**config.mk**
```make
export PLATFORM = sky130hd
export DESIGN_NAME = imem_boot_loader
export DESIGN_NICKNAME = d
export VERILOG_FILES = /design/src/rtl/imem_boot_loader.sv
export SDC_FILE = /design/constraint.sdc
export NUM_CORES = 1
export LEC_CHECK = 0
export CORE_MARGIN = 5
export CORE_UTILIZATION = 45
export DETAILED_ROUTE_END_ITERATION = 7
export GPL_TIMING_DRIVEN = 0
export PLACE_DENSITY = 0.84
export SYNTH_ARGS = -nofsm -noshare
export SYNTH_HDL_FRONTEND = slang
export SYNTH_SLANG_ARGS = --single-unit
```
**constraint.sdc**
```tcl
create_clock -name clk -period 3.1 [get_ports clk]
set_input_delay 0.62 -clock clk [delete_from_list [all_inputs] [get_ports clk]]
set_output_delay 0.62 -clock clk [all_outputs]
set_load 0.01 [all_outputs]
```
**src/rtl/imem_boot_loader.sv**
```systemverilog
// Program-load stage: assembles big-endian 32-bit words from a byte stream,
// writes them to instruction memory from address 0 and holds the core in reset until done.
module imem_boot_loader #(
  parameter int ADDR_WIDTH = 8,
  parameter int DEPTH      = 256
) (
  input  logic                  clk,
  input  logic                  rst,
  input  logic                  start,
  input  logic [ADDR_WIDTH:0]   word_count,
  input  logic                  abort,
  input  logic                  in_valid,
  input  logic [7:0]            in_data,
  output logic                  in_ready,
  output logic                  imem_we,
  output logic [ADDR_WIDTH-1:0] imem_addr,
  output logic [31:0]           imem_wdata,
  output logic                  cpu_rst,
  output logic                  busy,
  output logic                  done,
  output logic                  error
);

  localparam int CW = ADDR_WIDTH + 1;
  localparam logic [CW-1:0]         depth_lim = CW'(DEPTH);
  localparam logic [CW-1:0]         cw_zero   = CW'(1'b0);
  localparam logic [CW-1:0]         cw_one    = CW'(1'b1);
  localparam logic [ADDR_WIDTH-1:0] addr_zero = ADDR_WIDTH'(1'b0);
  localparam logic [ADDR_WIDTH-1:0] addr_one  = ADDR_WIDTH'(1'b1);

  typedef enum logic [2:0] {
    S_IDLE     = 3'd0,
    S_ASSEMBLE = 3'd1,
    S_WRITE    = 3'd2,
    S_DONE     = 3'd3,
    S_ERROR    = 3'd4
  } state_t;

  state_t                  state_r;
  state_t                  state_s;
  logic                    load_s;
  logic                    xfer_s;
  logic                    last_s;
  logic [1:0]              byte_idx_r;
  logic [31:0]             word_r;
  logic [CW-1:0]           count_r;
  logic [ADDR_WIDTH-1:0]   addr_r;

  // An abort in the same cycle as a byte transfer drops the byte.
  assign xfer_s = (state_r == S_ASSEMBLE) && in_valid && in_ready && !abort;
  assign last_s = (({1'b0, addr_r} + cw_one) == count_r);

  assign imem_addr  = addr_r;
  assign imem_wdata = word_r;

  // State register.
  always_ff @(posedge clk or negedge rst) begin
    if (!rst) begin
      state_r <= S_IDLE;
    end else begin
      state_r <= state_s;
    end
  end

  // Next-state decode; a start is honoured from any idle-like state.
  always_comb begin
    state_s = state_r;
    load_s  = 1'b0;
    case (state_r)
      S_IDLE, S_DONE, S_ERROR: begin
        if (start) begin
          if (word_count == cw_zero) begin
            state_s = S_DONE;
          end else if (word_count > depth_lim) begin
            state_s = S_ERROR;
          end else begin
            state_s = S_ASSEMBLE;
            load_s  = 1'b1;
          end
        end else begin
          state_s = state_r;
        end
      end
      S_ASSEMBLE: begin
        if (abort) begin
          state_s = S_IDLE;
        end else if (xfer_s && (byte_idx_r == 2'd3)) begin
          state_s = S_WRITE;
        end else begin
          state_s = S_ASSEMBLE;
        end
      end
      S_WRITE: begin
        if (abort) begin
          state_s = S_IDLE;
        end else if (last_s) begin
          state_s = S_DONE;
        end else begin
          state_s = S_ASSEMBLE;
        end
      end
      default: begin
        state_s = S_IDLE;
      end
    endcase
  end

  // Word assembly, byte index, word counter and write address.
  always_ff @(posedge clk or negedge rst) begin
    if (!rst) begin
      byte_idx_r <= 2'd0;
      word_r     <= 32'd0;
      count_r    <= cw_zero;
      addr_r     <= addr_zero;
    end else if (load_s) begin
      byte_idx_r <= 2'd0;
      word_r     <= 32'd0;
      count_r    <= word_count;
      addr_r     <= addr_zero;
    end else if ((state_r == S_ASSEMBLE) && abort) begin
      byte_idx_r <= 2'd0;
    end else if (xfer_s) begin
      word_r     <= {word_r[23:0], in_data};
      byte_idx_r <= byte_idx_r + 2'd1;
    end else if ((state_r == S_WRITE) && (state_s == S_ASSEMBLE)) begin
      addr_r     <= addr_r + addr_one;
    end else begin
      byte_idx_r <= byte_idx_r;
    end
  end

  // Moore outputs registered from the next state so they line up with state_r.
  always_ff @(posedge clk or negedge rst) begin
    if (!rst) begin
      in_ready <= 1'b0;
      imem_we  <= 1'b0;
      busy     <= 1'b0;
      done     <= 1'b0;
      error    <= 1'b0;
      cpu_rst  <= 1'b1;
    end else begin
      in_ready <= (state_s == S_ASSEMBLE);
      imem_we  <= (state_s == S_WRITE);
      busy     <= (state_s == S_ASSEMBLE) || (state_s == S_WRITE);
      done     <= (state_s == S_DONE);
      error    <= (state_s == S_ERROR);
      cpu_rst  <= (state_s != S_DONE);
    end
  end

endmodule
```
==> results.cfg <==
[hold_path]
hp-class = input pin to asynchronous set/reset pin

[place]
dp_slack_ns = -0.155
dp_hpwl_um = 4960
gp_congestion = 0.818
dpl-instance-area_um2 = 3650
portBuffers = 67
dp_cells = 439

[worst_setup_path]
critPathArrivalTime_ns = 3.17
path_buf_inv = 2
r2r-end = imem_addr[3]$_DFFE_PN0P_
rrSetupSlack_ns = 0.43
worstSetupStartpointType = input pin
crit_type = input pin to flop
r2r_cells = 9
r2r_start = state_r[0]$_DFF_PN0_
max_stage_delay_ns = 0.57
end_kind = flop
cp_cell_sequence = clkdlybuf4s50_1 > or4b_4 > nor3_2 > o2111ai_1 > a2111oi_4 > a21oi_2 > buf_6 > mux2i_1 > a22o_1
crit_fanout = 10
crit_start = abort
cp_top_family = compound AO/OA/AOI/OAI gates
cpMaxStageDelayCell = or4b_4
crit_required_ns = 3.34

[synth]
synth_edf_count = 0
synth_warnings = 0
synth_seq_cells = 60
syn-cell-area_um2 = 2870
syn_area_per_cell_um2 = 9.77
synth_async_sr_flop_share = 1.00
yosysTopAreaCell = dfrtp_1
yosys_most_used_dff = dfrtp_1
syn_inst = 294
synth_cell_types = 45
synth_seq_area_share = 0.523
synth_nets = 320
netlist.area_leader.share = 0.514
synthTopCellsByArea = dfrtp_1, nand2_1, a21oi_1, mux2_2, xnor2_1

[power_and_ir_drop]
power.density_nw_per_um2 = 653
power.total_mw = 2.52
p_leak_nw = 1.66
vdd_ir_drop_max_uv = 439

[detailed_routing]
antenna_left = 0
drt_first_pass_iters = 4
wl_um = 6840
dr.first_iter.drc_count = 125
routed-via-count = 2411
detail_route.wl_per_cell_um = 15.0
drt_drc_violations_left = 0
routed_via_density = 5.30

[floorplanning]
fp.dieArea_um2 = 8080
core_area_um2 = 6280
ios = 68
initial_core_util = 0.457
fp.dieW_um = 89.9
die_y_um = 89.9
rows = 29

[global_routing]
grt_overflow = 0
gr-usage-all-layers = 0.177
antenna_found_initial = 0
grt_pass1_wl_um = 11600
grt_pass1_vias = 2424
grt_max_degree = 42

[final_layout]
stdcell_count = 455
fin_nets = 399
final_common_cell = nand2_1
drive_gt1_frac = 0.106
mostFrequentLayoutCells = nand2_1, clkdlybuf4s50_1, dfrtp_1
final_cell_area_um2 = 3850
syn_to_final_growth_pct = 34.2
n_antenna_cell = 0
fill_cells = 548
utilization = 0.614

[clocking]
ctsResizeCount = 0
cts_inserted_buffers = 9
clock_latency_ns = 0.35
holdBufCountCts = 0
htreeDepth = 3
cts_setup_buffers = 0
path_clk_slew_ns = 0.07
clockBufferDepth = 2
clock_sinks = 60
cts.root.buffer_cell = clkbuf_8
cts_tree = done

[sta]
worst_pin_slew_ns = 0.538
setup_viol = 0
skew_ns = 0.00862
fin_crit_ns = 2.94
drv_slew = 0
fin_ws_ns = 0.164
fmax_mhz = 341
rsz0062_at_grt = false
max_slew_margin = 0.641
tns_ns = 0
hold_violations = 0
final.period_utilization = 0.947
worst_hold_slack_ns = 0.227

[run_status]
outcome = finished clean

[job]
cap_viol_max_count = 0
==> where the power goes <==
group          internal, mW  switching, mW  total (mW)
logic                 0.385          0.353       0.738
registers             0.936          0.131        1.07
clock network         0.373          0.338       0.710
==> worst max path at each step <==
stage                                      end  cells after the start  slack [ns]
finish                imem_addr[3]$_DFFE_PN0P_                      9        0.16
CTS                   imem_addr[3]$_DFFE_PN0P_                      9        0.18
global placement    imem_wdata[30]$_DFFE_PN0P_                      1       -0.40
detailed placement    imem_addr[3]$_DFFE_PN0P_                      9       -0.15
floorplan             imem_addr[6]$_DFFE_PN0P_                      7        0.57
global route          imem_addr[3]$_DFFE_PN0P_                      9        0.12
==> area by class of cell <==
type | instances | area, um2 | share of cell area
buffer | 19 | 88.8 | 0.0231
tap | 77 | 96.3 | 0.0250
clock inverter | 7 | 75.1 | 0.0195
clock buffer | 9 | 124 | 0.0322
sequential | 60 | 1500 | 0.390
timing repair buffer | 68 | 686 | 0.178
inverter | 7 | 26.3 | 0.00682
multi-input combinational | 208 | 1250 | 0.325
==> metal layers <==
metal | share of wire | vias up | routed length, um | track usage
met5 | 0 | - | 0 | 0
met3 | 0.032 | 15 | 217 | 0.0401
met2 | 0.50 | 45 | 3420 | 0.282
li1 | - | 1169 | - | -
met4 | 0.025 | 0 | 173 | 0.0918
met1 | 0.44 | 1182 | 3020 | 0.223
==> logic make-up after synthesis <==
kind of cell,Yosys count,synth area share
buffers and inverters,26,0.0401
AND/OR/NAND/NOR,115,0.185
AO/OA/AOI/OAI,61,0.138
adder cells (fa/ha/maj),4,0.0174
XOR/XNOR,13,0.0397
multiplexers,15,0.0566
flip-flops,60,0.523
==> registers in the layout (all words and copies together), names as in the netlist, 2 cells and up <==
| register | count |
|---|---|
| count_r | 9 |
| imem_wdata | 32 |
| imem_addr | 8 |
| state_r | 3 |
| byte_idx_r | 2 |
==> worst register-to-register path, cell delays in order (launching register included) <==
cell       delay [ns]
dfrtp_1          0.37
buf_6            0.13
or4b_4           0.57
nor3_2           0.23
o2111ai_1        0.19
a2111oi_4        0.40
a21oi_2          0.16
buf_6            0.18
mux2i_1          0.12
a22o_1           0.20
==> cell usage after synthesis (3+ instances only) <==
master,instances
and2_1,3
a21oi_1,35
clkbuf_1,13
nand2_1,73
nor2_1,8
and3_1,8
mux2_2,10
nand3_1,5
mux2i_1,5
nand2b_1,5
dfrtp_1,59
xor2_1,5
inv_1,5
ha_1,4
xnor2_1,8
nor4_1,4
o21ai_1,5
(Power assumes the default switching activity.)
